==> src/rtl/bimc_chain_master.sv <==
// bimc_chain_master: originating end of the BIMC serial daisy chain (frame out, frame back, timeout).
// Define BIMC_CHAIN_MASTER_PARITY_EN to append/check an even-parity bit on every frame.
module bimc_chain_master #(
  parameter int FRAME_W = 32,
  parameter int TIMEOUT = 1024,
  parameter int RST_CYC = 16
) (
  input  logic               clk,
  input  logic               rst_n,
  input  logic               cmd_valid,
  output logic               cmd_ready,
  input  logic [FRAME_W-1:0] cmd_data,
  output logic               rsp_valid,
  output logic [FRAME_W-1:0] rsp_data,
  output logic               rsp_timeout,
  output logic               rsp_perr,
  output logic               bimc_odat,
  output logic               bimc_osync,
  input  logic               bimc_idat,
  input  logic               bimc_isync,
  output logic               bimc_rst_n
);
`ifdef BIMC_CHAIN_MASTER_PARITY_EN
  localparam int L = FRAME_W + 1;
`else
  localparam int L = FRAME_W;
`endif
  localparam int CW  = $clog2(L + 1);
  localparam int RCW = (RST_CYC > 0) ? $clog2(RST_CYC + 1) : 1;

  // CRST: chain reset held | IDLE: ready for command | SHIFT: frame going out | WAIT: awaiting return
  typedef enum logic [1:0] {S_CRST, S_IDLE, S_SHIFT, S_WAIT} state_t;

  state_t state_q, state_d;

  logic [RCW-1:0]     rst_cnt_q;
  logic [L-1:0]       tx_sh_q;
  logic [CW-1:0]      tx_cnt_q;
  logic [L-1:0]       rx_sh_q;
  logic [CW-1:0]      rx_cnt_q;
  logic               rx_armed_q, rx_busy_q, rx_done_q;
  logic [15:0]        tmo_q;

  logic               cmd_ready_q, cmd_ready_d;
  logic               rsp_valid_q, rsp_valid_d;
  logic [FRAME_W-1:0] rsp_data_q, rsp_data_d;
  logic               rsp_timeout_q, rsp_timeout_d;
  logic               rsp_perr_q, rsp_perr_d;
  logic               odat_q, odat_d;
  logic               osync_q, osync_d;
  logic               chain_rst_n_q, chain_rst_n_d;

  logic [L-1:0]       tx_frame;
  logic               accept, rx_start, rx_last, tmo_hit, rsp_fire;

`ifdef BIMC_CHAIN_MASTER_PARITY_EN
  assign tx_frame = {^cmd_data, cmd_data};
`else
  assign tx_frame = cmd_data;
`endif

  assign accept   = cmd_valid & cmd_ready_q;
  assign rx_start = rx_armed_q & ~rx_busy_q & bimc_isync;
  assign rx_last  = rx_busy_q & (rx_cnt_q == CW'(1));
  // A capture already running always wins over an expiring timer.
  assign tmo_hit  = (state_q == S_WAIT) & ~rx_busy_q & ~rx_done_q & ~rx_start & (tmo_q == 16'd0);
  assign rsp_fire = (state_q == S_WAIT) & (rx_done_q | tmo_hit);

  always_ff @(posedge clk or negedge rst_n) begin
    if (!rst_n) state_q <= S_CRST;
    else        state_q <= state_d;
  end

  always_comb begin
    state_d = state_q;
    case (state_q)
      S_CRST:  if (rst_cnt_q == '0)  state_d = S_IDLE;
      S_IDLE:  if (accept)           state_d = S_SHIFT;
      S_SHIFT: if (tx_cnt_q == '0)   state_d = S_WAIT;
      S_WAIT:  if (rsp_fire)         state_d = S_IDLE;
      default:                       state_d = S_CRST;
    endcase
  end

  always_comb begin
    cmd_ready_d   = (state_q == S_IDLE) & ~accept;
    chain_rst_n_d = chain_rst_n_q | ((state_q == S_CRST) & (rst_cnt_q == '0));
    osync_d       = accept;
    odat_d        = 1'b0;
    if (accept)
      odat_d = cmd_data[0];
    else if ((state_q == S_SHIFT) && (tx_cnt_q != '0))
      odat_d = tx_sh_q[0];
    rsp_valid_d   = rsp_fire;
    rsp_timeout_d = rsp_fire & ~rx_done_q;
    rsp_data_d    = (rsp_fire & rx_done_q) ? rx_sh_q[FRAME_W-1:0] : rsp_data_q;
`ifdef BIMC_CHAIN_MASTER_PARITY_EN
    rsp_perr_d    = rsp_fire & rx_done_q & (^rx_sh_q);
`else
    rsp_perr_d    = 1'b0;
`endif
  end

  always_ff @(posedge clk or negedge rst_n) begin
    if (!rst_n) begin
      cmd_ready_q   <= 1'b0;
      rsp_valid_q   <= 1'b0;
      rsp_data_q    <= '0;
      rsp_timeout_q <= 1'b0;
      rsp_perr_q    <= 1'b0;
      odat_q        <= 1'b0;
      osync_q       <= 1'b0;
      chain_rst_n_q <= 1'b0;
    end else begin
      cmd_ready_q   <= cmd_ready_d;
      rsp_valid_q   <= rsp_valid_d;
      rsp_data_q    <= rsp_data_d;
      rsp_timeout_q <= rsp_timeout_d;
      rsp_perr_q    <= rsp_perr_d;
      odat_q        <= odat_d;
      osync_q       <= osync_d;
      chain_rst_n_q <= chain_rst_n_d;
    end
  end

  always_ff @(posedge clk or negedge rst_n) begin
    if (!rst_n) begin
      rst_cnt_q  <= RCW'(RST_CYC);
      tx_sh_q    <= '0;
      tx_cnt_q   <= '0;
      tmo_q      <= '0;
      rx_sh_q    <= '0;
      rx_cnt_q   <= '0;
      rx_armed_q <= 1'b0;
      rx_busy_q  <= 1'b0;
      rx_done_q  <= 1'b0;
    end else begin
      if ((state_q == S_CRST) && (rst_cnt_q != '0))
        rst_cnt_q <= rst_cnt_q - 1'b1;

      if (accept) begin
        tx_sh_q  <= tx_frame >> 1;
        tx_cnt_q <= CW'(L - 1);
      end else if ((state_q == S_SHIFT) && (tx_cnt_q != '0)) begin
        tx_sh_q  <= tx_sh_q >> 1;
        tx_cnt_q <= tx_cnt_q - 1'b1;
      end

      if (accept)
        tmo_q <= 16'(TIMEOUT - 1);
      else if (tmo_q != 16'd0)
        tmo_q <= tmo_q - 16'd1;

      // Receiver is armed in the osync cycle so a zero-latency chain is still caught.
      if (accept) begin
        rx_armed_q <= 1'b1;
        rx_busy_q  <= 1'b0;
        rx_done_q  <= 1'b0;
      end else begin
        if (rx_start) begin
          rx_armed_q <= 1'b0;
          rx_busy_q  <= 1'b1;
          rx_cnt_q   <= CW'(L - 1);
          rx_sh_q    <= {bimc_idat, rx_sh_q[L-1:1]};
        end else if (rx_busy_q) begin
          rx_sh_q  <= {bimc_idat, rx_sh_q[L-1:1]};
          rx_cnt_q <= rx_cnt_q - 1'b1;
          if (rx_last) begin
            rx_busy_q <= 1'b0;
            rx_done_q <= 1'b1;
          end
        end
        if (rsp_fire) begin
          rx_armed_q <= 1'b0;
          rx_done_q  <= 1'b0;
        end
      end
    end
  end

  assign cmd_ready   = cmd_ready_q;
  assign rsp_valid   = rsp_valid_q;
  assign rsp_data    = rsp_data_q;
  assign rsp_timeout = rsp_timeout_q;
  assign rsp_perr    = rsp_perr_q;
  assign bimc_odat   = odat_q;
  assign bimc_osync  = osync_q;
  assign bimc_rst_n  = chain_rst_n_q;

endmodule
==> config.mk <==
export PLATFORM = sky130hd
export DESIGN_NAME = bimc_chain_master
export DESIGN_NICKNAME = d
export VERILOG_FILES = /design/src/rtl/bimc_chain_master.sv
export SDC_FILE = /design/constraint.sdc
export NUM_CORES = 1
export LEC_CHECK = 0
export ABC_AREA = 1
export CORE_MARGIN = 2
export CORE_UTILIZATION = 30
export DETAILED_ROUTE_END_ITERATION = 8
export PLACE_DENSITY = 0.48
export SKIP_LAST_GASP = 1
export SLEW_MARGIN = 20
export SYNTH_ARGS = -nofsm -noshare
export SYNTH_HDL_FRONTEND = slang
export SYNTH_SLANG_ARGS = --single-unit
export TNS_END_PERCENT = 30
==> constraint.sdc <==
create_clock -name clk -period 1.3 [get_ports clk]
set_input_delay 0.195 -clock clk [delete_from_list [all_inputs] [get_ports clk]]
set_output_delay 0.195 -clock clk [all_outputs]
set_load 0.005 [all_outputs]
* After elaboration in Yosys (flattened, before gate mapping)
Index checks and enable logic that the tools add are counted.
** Cells by class
- Order comparisons :: 0
- Divide/modulo/power cells :: 0
- Eq/ne operators :: 9
- Multiply operators :: 0
- Shift operators :: 0
- Multiplexer cells :: 29
- $add $sub $neg :: 4
- Reduce and logical (&&, ||, !) cells :: 18
- Bitwise logic cells :: 19
** Operators by type and width (count)
- 32-bit two-way mux :: 4
- 16-bit two-way mux :: 2
- 6-bit two-way mux :: 4
- 16-bit zero test :: 1
- 16-bit nonzero test :: 1
- 16-bit by 1-bit subtractor with 16-bit output (second input constant) :: 1
- 1-bit two-way mux :: 14
- 1-bit bitwise AND :: 13
- 6-bit by 1-bit subtractor with 6-bit output (second input constant) :: 2
- 3-bit nonzero test :: 3
- 2-bit two-way mux :: 4
- 2-bit != test (second input constant) :: 4
- 2-bit case mux with 4 select lines :: 1
- 6-bit by 1-bit == test with 1-bit output (second input constant) :: 1
- 6-bit zero test :: 1
- 2-bit nonzero test :: 3
- 6-bit nonzero test :: 1
- 5-bit zero test :: 1
- 5-bit nonzero test :: 1
- 5-bit by 1-bit subtractor with 5-bit output (second input constant) :: 1
- 2-bit == test (second input constant) :: 2
- 1-bit NOT :: 4
- 4-bit AND reduction :: 1
- 3-bit by 2-bit != test with 1-bit output (second input constant) :: 1
- 6 further kinds :: 8
** Word-level totals
- Memory bits (read-only) :: 0
- Memories kept :: 0
- Bits of input ports :: 37
- Bits in writable memories :: 0
- Bits in registers :: 140
- Latch bits :: 0
- Output and inout bits :: 39

* Depth between registers and ports, before layout
Gate-level depths: netlist (run 1).
- Depth after elaboration :: 10
- Depth in mapped cells :: 9
- Depth with buffers taken out :: 9

* Least setup slack after synthesis (run 1)
Ideal clock, no wire load.
- Path type :: reg2reg
- Start :: reg tmo_q[0]
- End :: reg state_q[0]
- Clock period less this slack :: 1348 ps
- Path buffers :: 0
- Arrival :: 1232 ps
- Stages on the path, launching flop included :: 10
- Path slack :: -48 ps
- Setup time :: 117 ps
- Cells stage by stage :: dfrtp_1 -> inv_1 -> ha_1 -> nand3_1 -> nor2_1 -> nand3_2 -> nand2_1 -> nand2_1 -> nand2_1 -> nand2_1
** On the way
- Word-level cells in the longest chain between the ends :: 6
** RTL lines
- start: declaration :: RTL line 42 : logic [15:0] tmo_q;
- start signal: assignment :: RTL line 150 : tmo_q <= 16'(TIMEOUT - 1);
- start signal: assignment :: RTL line 152 : tmo_q <= tmo_q - 16'd1;
- 16-bit zero test :: RTL line 66 : assign tmo_hit = (state_q == S_WAIT) & ~rx_busy_q & ~rx_done_q & ~rx_start & (tmo_q == 16'd0);
- 1-bit bitwise AND :: RTL line 66
- 1-bit OR :: RTL line 67 : assign rsp_fire = (state_q == S_WAIT) & (rx_done_q | tmo_hit);
- 1-bit bitwise AND :: RTL line 67
- 2-bit != test (no source line)
- 4-bit AND reduction (no source line)
- end signal: assignment :: RTL line 71 : else state_q <= state_d;
- end: declaration :: RTL line 34 : state_t state_q, state_d;
Every way passes these cells.
A chain may end at the register's enable or synchronous reset.

* Worst setup path in the final report (run 1)
- Start :: reg tmo_q[2]
- End :: reg tmo_q[11]
** On the way
- Word-level cells in the longest chain between the ends :: 3
** RTL lines
- 16-bit by 1-bit subtractor with 16-bit output :: RTL line 152
- 16-bit two-way mux :: RTL line 151 : else if (tmo_q != 16'd0)
- 16-bit two-way mux :: RTL line 149 : if (accept)
Several ways; a longest one is shown, not always the timed one. The select of a mux whose other input is x is not followed.

==> impl_results.md, run 1 <==
- CP max stage delay: 0.45 ns
- Final hold violation count: 0
- CTS Buffer Depth: 2
- Crit-path cells: nor2_4, buf_6, nand2_4, nor2_4, nand3_4, inv_6, nor2_1
- EDFF count, synth: 0
- Clk slew on worst S/H paths: 0.06 ns
- Met3 usage: 0.0335
- Ant. Diodes: 0
- Finished Core Util: 0.452
- CP Capture Type: flip-flop
- Crit path required time: 1.60 ns
- RSZ-0062 raised after global routing: yes
- FMAX: 728 MHz
- Chip Height: 147 um
- Port Buffers: 74
- Crit path from: tmo_q[2]
- CP Data Arrival Time: 1.67 ns
- Synth Net Count: 758
- CP startpoint kind: flip-flop
- Final TNS setup: -2.47 ns
- First-pass GRT wire length: 24,200 um
- Critical Path End: tmo_q[11]
- Top cell family by delay on the critical path: simple AND/OR/NAND/NOR gates
- Flops & latches, synth: 139
- Commonest cells post-synth: nand2_1, dfrtp_1, nand3_1, o21ai_0, inv_1
- Top Ports: 76
- Max-cap violations: 0
- CTS tree: built
- Yosys top cell area share: 0.561
- Cell area after synthesis: 6160 um2
- Hold crit path type: in -> async
- CTS Root Cell: clkbuf_16
- Post-synthesis sequential area ratio: 0.565
- Routed Antenna Nets: 0
- Vias in the first global route: 5,140
- Pin count of the biggest net entering global routing: 84
- Final non-filler cell total: 1,135
- Fin crit period: 1.37 ns
- CTS H-Tree Depth: 4
- Fin. max-slew vios: 0
- Ys async rst share: 1.00
- Ranking of synthesized cells by area: dfrtp_1, nand2_1, nand3_1
- Static Leak: 0.00443 uW
- GR Layer Usage met1: 0.179
- Setup Viol. Count Final: 69
- CP max stage cell: dfrtp_2
- CP Depth: 7
- Capturing point of the worst reg2reg path: tmo_q[11]
- Status: finished with violations
- Clk sinks: 139
- Die Area: 21,700 um2
- Post-synthesis instance total: 708
- Most frequent CP cell: nor2_4
- CTS buffer count: 17
- Critical Path Fanout Max: 7
- Failing checks: negative setup slack
- Initial Util: 0.305
- Yosys Warn Count: 0
- PD cells: 2080 nW/um2
- Final setup margin: -0.0727 ns
- Ys flop type: dfrtp_1
- R2R depth: 7
- M2 GR Usage: 0.225
- GRT overflow: 0
- Core Region: 20,200 um2
- Inst Count DP: 1,080
- Total track usage: 0.137
- Placer Congestion: 0.829
- Number of core rows: 52
- Post-DP HPWL: 9480 um
- Via total after detailed routing: 5,153
- Mean Syn Cell Area: 8.70 um2
- Cell taking the most area after synthesis: dfrtp_1
- DRC: 0
- VDD IR-drop max: 1.09 mV
- DRT iter0 DRCs: 204
- R2R Path Start: tmo_q[2]
- Leading cell type by number of instances after synthesis: nand2_1
- Detailed Route WL: 15,100 um
- Clock Latency Late Sink: 0.42 ns
- Buffers and inverters on the worst path: 2
- Vias/cell: 4.54
- Netlist cell types: 33
- Layout Skew: 0.0114 ns
- Layout cells sized above 1: 0.276
- P&R area growth vs syn: 48.1%
- GR peak layer: met2
- Die X: 147 um
- Antenna violations before repair: 0
- Wire per inst: 13.3 um
- Critical path type: reg -> reg
- R2R Setup Slk: -0.07 ns
- Nets: 902
- Drt pass-1 iters: 4
- Final period utilization: 1.06
final cells by class:
class / count / area (um2)
Inverter: 78 / 315
Tap cell: 270 / 338
Multi-Input combinational cell: 463 / 2830
Sequential cell: 139 / 3480
Clock buffer: 19 / 453
Clock inverter: 13 / 155
Timing Repair Buffer: 153 / 1550
Fill cell: 1945 / 11000
metrics by stage:
stage / power (uW) / setup WS (ns) / hold slack (ns) / instance area, um2
floorplan: 9820 / -0.00782 / -0.101 / 6160
global placement: 12300 / -0.262 / 0.204 / 7620
detailed placement: 12500 / -0.299 / 0.204 / 7620
CTS: 17700 / -0.190 / 0.313 / 8350
global route: 20500 / -0.165 / 0.336 / 9120
finish: 19000 / -0.0727 / 0.323 / 9120
repair_timing:
action                     in CTS  in global routing
hold endpoints to repair      138                  0
setup buffers                   7                 11
cloned                          0                  4
hold buffers                    1                  0
resized for setup              55                170
pin swaps                      12                 30
setup endpoints to repair      99                153
worst min-delay path by stage:
stage            startpoint     endpoint  slack (ns)
5_1_grt        cmd_data[31]  tx_sh_q[30]        0.34
3_3_place_gp          rst_n     tmo_q[6]        0.20
4_1_cts        cmd_data[31]  tx_sh_q[30]        0.31
6_report              rst_n     tmo_q[6]        0.32
3_5_place_dp          rst_n     tmo_q[6]        0.20
2_1_floorplan         rst_n    bimc_odat       -0.10
sequential cells by signal, indices dropped and copies added (netlist names):
signal and cells:
rx_done_q 1, cmd_ready 1, tmo_q 16, rsp_data 32, tx_cnt_q 6, tx_sh_q 31, rst_cnt_q 5, rx_cnt_q 6
rsp_valid 1, bimc_rst_n 1, bimc_osync 1, rx_sh_q 32, bimc_odat 1, state_q 2, rx_busy_q 1, rsp_timeout 1
rx_armed_q 1
power breakdown:
group | total (uW) | leakage (uW) | internal [uW] | switching (uW)
clock network | 5000 | 0.000290 | 2980 | 2020
logic | 7160 | 0.00238 | 3440 | 3710
registers | 6860 | 0.00176 | 5850 | 1010
total | 19000 | 0.00443 | 12300 | 6750
worst min-delay path: stages:
cell,delay [ns]
dlygate4sd3_1,0.54
buf_6,0.12
buf_12,0.27
logic make-up (layout without fill, tap and decap cells):
logic type / count (synthesis) / in the layout / synth area share
AND/OR/NAND/NOR: 345 / 346 / 0.242
flip-flops: 139 / 139 / 0.565
other: 1 / 1 / 0.000609
adder cells (fa/ha/maj): 13 / 13 / 0.0264
buffers and inverters: 107 / 263 / 0.0737
AO/OA/AOI/OAI: 95 / 95 / 0.0806
XOR/XNOR: 6 / 6 / 0.00853
multiplexers: 2 / 2 / 0.00366
cell usage in the layout (no fill, tap or decap), drive strengths merged, types with 3 or more instances in the layout:
| master | netlist | final |
|---|---|---|
| dfrtp | 138 | 138 |
| clkbuf | 12 | 22 |
| nand3 | 90 | 91 |
| inv | 77 | 84 |
| o21ai | 83 | 83 |
| buf | 17 | 76 |
| clkdlybuf4s15 | 0 | 5 |
| nand4 | 4 | 4 |
| nor2 | 56 | 56 |
| dlygate4sd2 | 0 | 21 |
| o31ai | 3 | 3 |
| nand2 | 187 | 187 |
| a31oi | 3 | 3 |
| xor2 | 4 | 4 |
| clkdlybuf4s50 | 0 | 35 |
| clkinvlp | 0 | 3 |
| dlymetal6s2s | 0 | 12 |
| nor3 | 6 | 6 |
| ha | 13 | 13 |
layer usage:
metal / wire length [um] / vias up / share of wire
met1: 7020 / 2491 / 0.46
met3: 557 / 17 / 0.037
met4: 177 / 0 / 0.012
li1: - / 2568 / -
met2: 7350 / 77 / 0.49
met5: 0 / - / 0
(Power assumes the default switching activity.)
==> inputs of run 2 (changes only) <==
Settings changed: CTS_CLUSTER_SIZE from default to 25, RECOVER_POWER from default to 100.
==> run 2 against run 1 <==
  * The flow still finishes with violations (negative setup slack)
  * Combinational power down 1%
  * Worst hold slack gained 0.0039 ns
  * Setup slack about the same
  * Fmax unchanged
  * Non-clock buffer count unchanged
  * Sequential share of layout area is 0.19 points higher
  * Sequential cell count did not move
  * Clock-buffer cell count is the same
  * Die area unchanged
  * Final area fell by 0.51%
  * Clock power is essentially flat
  * Clock skew about the same
==> impl_results.md, run 2 (synthesis gave the netlist of run 1 again) <==
- Status: finished with violations
- Failing checks: negative setup slack
- Switching portion of total power: 0.356 (+0.000773)
- Wire per inst: 13.3 um (about the same)
- GR Layer Usage met1: 0.179 (unchanged)
- PD cells: 2090 nW/um2 (about the same)
- Layout cells sized above 1: 0.273 (-0.00347)
- CP Capture Type: flip-flop
- Total track usage: 0.137 (unchanged)
- CP startpoint kind: flip-flop
- DRC: 0 (unchanged)
- Clk sinks: 139 (unchanged)
- Final period utilization: 1.06 (about the same)
- FMAX: 728 MHz (unchanged)
- Hold crit path type: in -> reg
- Ant. Diodes: 0 (unchanged)
- Crit path required time: 1.60 ns (about the same)
- Worst slew pin tran: 0.827 ns
- P&R area growth vs syn: 47.4%
- Detailed Route WL: 15,100 um (about the same)
- Seq pwr share: 0.362 (about the same)
- Vias/cell: 4.54 (about the same)
- Final non-filler cell total: 1,135 (unchanged)
- P_int: 12,200 uW (-0.53%)
- CP Data Arrival Time: 1.67 ns (about the same)
- CTS H-Tree Depth: 4 (unchanged)
- Number of core rows: 52 (unchanged)
- DRT iter0 DRCs: 222 (+8.8%)
- CTS Root Cell: clkbuf_16
- Final setup margin: -0.0727 ns (+0.000000800 ns)
- Sequential cell area: 3480 um2 (unchanged)
- Nets: 902 (unchanged)
- Slew HR: 0.449
- Die Area: 21,700 um2 (unchanged)
- Post-DP HPWL: 9480 um (unchanged)
- CTS Buffer Depth: 2 (unchanged)
- CTS tree: built
- M2 GR Usage: 0.225 (unchanged)
- Static Leak: 0.00440 uW (-0.54%)
- Top Ports: 76 (unchanged)
- Clk network pwr share: 0.264 (about the same)
- Routed Antenna Nets: 0 (unchanged)
- Critical Path Fanout Max: 7 (unchanged)
- Fillers: 1,951 (+0.31%)
- Logic pwr share: 0.374 (-0.002)
- Max-cap violations: 0 (unchanged)
- Drt pass-1 iters: 4 (unchanged)
- CTS buffer count: 17 (unchanged)
- GR peak layer: met2
- Die X: 147 um (unchanged)
- Fin crit period: 1.37 ns (-0.000000800 ns)
- Commonest non-fill, non-tap cell in the layout: nand2_1
- Vias in the first global route: 5,140 (unchanged)
- Clock Latency Late Sink: 0.42 ns (about the same)
- Chip Height: 147 um (unchanged)
- Final Cell Area: 9080 um2 (-0.51%)
- Core Region: 20,200 um2 (unchanged)
- Antenna violations before repair: 0 (unchanged)
- Finished Core Util: 0.450 (-0.00229)
- Clk slew on worst S/H paths: 0.06 ns (about the same)
- Psw: 6730 uW (-0.20%)
- Setup Viol. Count Final: 66 (-4.3%)
- Final hold violation count: 0 (unchanged)
- VDD IR-drop max: 1.09 mV (about the same)
- Pin count of the biggest net entering global routing: 84 (unchanged)
- Inst Count DP: 1,080 (unchanged)
- Fin. max-slew vios: 0 (unchanged)
- Port Buffers: 74 (unchanged)
- Pre-CTS setup slack: -0.299 ns (unchanged)
- Multi-input logic area: 2830 um2 (-0.18%)
- Via total after detailed routing: 5,150 (-0.058%)
- Hold WS: 0.327 ns (+0.00387 ns)
- Layout Skew: 0.0116 ns (+0.000230 ns)
- Critical path type: reg -> reg
- First-pass GRT wire length: 24,200 um (unchanged)
- Met3 usage: 0.0335 (unchanged)
- Placer Congestion: 0.829 (unchanged)
- GRT overflow: 0 (unchanged)
- Initial Util: 0.305 (unchanged)
- Placed instance area: 7620 um2 (unchanged)
- Commonest non-fill, non-tap cells in the layout: nand2_1, dfrtp_1, o21ai_0, inv_1, nand3_1
- RSZ-0062 raised after global routing: yes
-- run 2: changes by cell type in the layout (fill, tap and decap cells not counted), sizes merged --
cell,change
buf,-5
dlymetal6s4s,+2
clkbuf,+5
dlymetal6s2s,-2
-- run 2: routing by layer --
metal  vias to the layer above  wire [um]  part of all wire
met1                      2491       7000              0.46
met5                         -          0                 0
li1                       2569          -                 -
met3                        17        551             0.037
met4                         0        177             0.012
met2                        73       7360              0.49
-- run 2: stage by stage --
stage | power [uW] | setup TNS [ns]
final | 18900 | -2.39
after detailed placement | 12500 | -23.39
after global placement | 12300 | -20.31
after global routing | 20400 | -13.15
after floorplan | 9820 | -0.0149
after CTS | 17700 | -5.32
-- run 2: layout make-up --
| class | count | share of cell area |
|---|---|---|
| clock inverters | 13 | 0.0171 |
| well taps | 270 | 0.0372 |
| clock buffers | 19 | 0.0499 |
| repair buffers | 153 | 0.166 |
| inverters | 78 | 0.0347 |
| flip-flops and latches | 139 | 0.384 |
| multi-input cells | 463 | 0.312 |
-- run 2: path summary, 6_finish.rpt --
| path | startpoint | endpoint | slack (ns) | depth (start not counted) |
|---|---|---|---|---|
| max | tmo_q[2] | tmo_q[11] | -0.07 | 7 |
| min | cmd_data[31] | tx_sh_q[30] | 0.33 | 3 |
| max reg2reg | tmo_q[2] | tmo_q[11] | -0.07 | 7 |
| min reg2reg | bimc_rst_n | bimc_rst_n | 0.47 | 1 |
| max in group asynchronous | rst_n | tmo_q[2] | 0.12 | 3 |
| min in group asynchronous | rst_n | tmo_q[12] | 0.51 | 3 |
-- run 2: critical path, stage by stage (launching register included) --
cell     delay, ns
dfrtp_2       0.45
nor2_4        0.16
buf_6         0.12
nand2_4       0.05
nor2_4        0.14
nand3_4       0.16
inv_6         0.12
nor2_1        0.05
-- run 2: timing repair --
action,4_1_cts,5_1_grt
pin swaps,12,30
hold endpoints to repair,138,0
setup endpoints to repair,99,153
hold buffers,1,0
cloned,0,4
setup buffers,7,11
gates resized for setup,55,170
-- run 2: power by group through the flow --
| stage | Sequential (uW) | Clock [uW] | Combinational (uW) |
|---|---|---|---|
| CTS | 6700 | 5150 | 5860 |
| global route | 7070 | 5350 | 7960 |
| global placement | 6720 | 0 | 5610 |
| detailed placement | 6770 | 0 | 5760 |
| floorplan | 6620 | 0 | 3210 |
| finish | 6860 | 5000 | 7070 |
==> inputs of run 3 (changes only) <==
Settings changed: SKIP_LAST_GASP 1 to default.
==> run 3 against run 2 <==
  * Die area unchanged
  * Setup slack better by 0.00057 ns
  * Non-clock buffer count down 7
  * The run still ends with negative setup slack left
  * Cell count shrank 0.62%
  * Clock-buffer cell count did not move
  * Worst hold slack got worse by 0.0063 ns
  * Routed wire length is 1.9% lower
  * Critical path depth is the same
  * Highest routed layer unchanged
  * First-iteration DRC count rose by 10%
  * Sequential cell count unchanged
  * Fmax is essentially flat
  * Core utilization decreased by 2.1 points
==> impl_results.md, run 3 (synthesis gave the netlist of run 1 again) <==
- DRC: 0 (unchanged)
- Crit path required time: 1.58 ns (-0.02 ns)
- Fin. max-slew vios: 0 (unchanged)
- Chip Height: 147 um (unchanged)
- Number of core rows: 52 (unchanged)
- Fin crit period: 1.37 ns (-0.000573 ns)
- Die Area: 21,700 um2 (unchanged)
- CTS Buffer Depth: 2 (unchanged)
- Detailed Route WL: 14,800 um (-1.9%)
- Pin count of the biggest net entering global routing: 84 (unchanged)
- First-pass GRT wire length: 24,300 um (+0.17%)
- CTS tree: built
- Static Leak: 0.00402 uW (-8.8%)
- Total track usage: 0.138 (+0.000199)
- Critical path type: reg -> reg
- Final TNS setup: -1.37 ns (+1.02 ns)
- FMAX: 729 MHz (about the same)
- Drt pass-1 iters: 4 (unchanged)
- CP startpoint kind: flip-flop
- PD cells: 2090 nW/um2 (+0.26%)
- DRT iter0 DRCs: 245 (+10%)
- Commonest non-fill, non-tap cells in the layout: nand2_1, dfrtp_1, nand3_1, o21ai_0, inv_1
- Failing checks: negative setup slack
- Core Region: 20,200 um2 (unchanged)
- Port Buffers: 74 (unchanged)
- Hold WS: 0.321 ns (-0.00631 ns)
- Setup Viol. Count Final: 52 (-21%)
- Nets: 895 (-0.78%)
- Clk sinks: 139 (unchanged)
- CTS Root Cell: clkbuf_16
- Die X: 147 um (unchanged)
- Status: finished with violations
- Sequential cell area: 3480 um2 (about the same)
- Layout Skew: 0.0348 ns (+0.0232 ns)
- Clock Latency Late Sink: 0.43 ns (about the same)
- CP max stage cell: dfrtp_1
- Fillers: 1,985 (+1.7%)
- Commonest non-fill, non-tap cell in the layout: nand2_1
- Post-DP HPWL: 9480 um (unchanged)
- Max-cap violations: 0 (unchanged)
- Placer Congestion: 0.829 (unchanged)
- Final setup margin: -0.0721 ns (+0.000572 ns)
- Crit-path cells: inv_2, ha_4, nand2_1, nor2_4, nand3_4, nand2_1, o21ai_0
- Critical Path Fanout Max: 5 (-2)
- Top Ports: 76 (unchanged)
- CP Data Arrival Time: 1.65 ns (-0.02 ns)
- Final hold violation count: 0 (unchanged)
- Via total after detailed routing: 5,073 (-1.5%)
- Final period utilization: 1.06 (about the same)
- Most frequent CP cell: nand2_1
- P&R area growth vs syn: 40.5%
- Inst Count DP: 1,080 (unchanged)
- CTS buffer count: 17 (unchanged)
- Wire per inst: 13.1 um (-1.3%)
- Clk slew on worst S/H paths: 0.06 ns (about the same)
- Pre-CTS setup slack: -0.299 ns (unchanged)
- CP Capture Type: flip-flop
- Initial Util: 0.305 (unchanged)
- Slew HR: 0.463 (+0.0141)
- RSZ-0062 raised after global routing: yes
- Vias/cell: 4.50 (-0.88%)
- Final non-filler cell total: 1,128 (-0.62%)
- Ant. Diodes: 0 (unchanged)
- Routed Antenna Nets: 0 (unchanged)
- Hold crit path type: in -> reg
- Antenna violations before repair: 0 (unchanged)
- Layout cells sized above 1: 0.205 (-0.0677)
- Vias in the first global route: 5,148 (+0.16%)
- CP max stage delay: 0.38 ns (-0.07 ns)
- Multi-input logic area: 2510 um2 (-11%)
- GRT overflow: 0 (unchanged)
- CTS H-Tree Depth: 4 (unchanged)
- Worst slew pin tran: 0.806 ns (-0.0212 ns)
- VDD IR-drop max: 1.06 mV (-2.4%)
-- run 3: worst max-delay path, delay by kind of cell (launching register included) --
kind                       cells  cell delay (ns)
buffers and inverters          1             0.12
DFF                            1             0.38
adders and majority gates      1             0.17
AOI/OAI and AO/OA              1             0.08
and+or+nand+nor                4             0.47
-- run 3: timing repair --
action	in CTS	in global routing
hold endpoints to repair	138	0
endpoints found under the setup margin	99	145
resized for setup	87	74
setup buffers	7	4
pin swaps	14	8
gates cloned	0	4
hold buffers	1	0
-- run 3: metal layers --
metal  up-vias  part of all wire  track usage
li1       2554                 -            -
met1      2444              0.47        0.179
met2        70              0.48        0.225
met3         5             0.037       0.0329
met4         0            0.0044       0.0466
met5         -                 0            0
-- run 3: through the flow --
step | utilization | cell area (um2) | power, uW
6_report | 0.429 | 8660 | 18100
5_1_grt | 0.429 | 8660 | 19500
4_1_cts | 0.416 | 8380 | 17700
3_5_place_dp | 0.378 | 7620 | 12500
3_3_place_gp | 0.378 | 7620 | 12300
2_1_floorplan | - | 6160 | 9820
-- run 3: power by group --
| part | internal [uW] | total [uW] | switching [uW] | leakage, uW |
|---|---|---|---|---|
| logic | 3020 | 6380 | 3370 | 0.00196 |
| clock network | 2980 | 4980 | 2010 | 0.000290 |
| registers | 5840 | 6740 | 900 | 0.00176 |
-- run 3: final timing paths --
path | startpoint | endpoint | slack [ns] | cells past startpoint
hold reg to reg | bimc_rst_n | bimc_rst_n | 0.48 | 1
max in group asynchronous | rst_n | tmo_q[3] | 0.18 | 3
min in group asynchronous | rst_n | tmo_q[12] | 0.49 | 3
setup reg to reg | tmo_q[0] | tmo_q[1] | -0.07 | 7
hold / removal | cmd_data[31] | tx_sh_q[30] | 0.32 | 3
setup / recovery | tmo_q[0] | tmo_q[1] | -0.07 | 7
-- run 3: final cells by class --
class,count,share of cell area
clock buffers,19,0.0523
clock inverters,13,0.0179
inverters,78,0.0353
multi-input cells,463,0.291
flip-flops and latches,139,0.402
well taps,270,0.0390
repair buffers,146,0.163
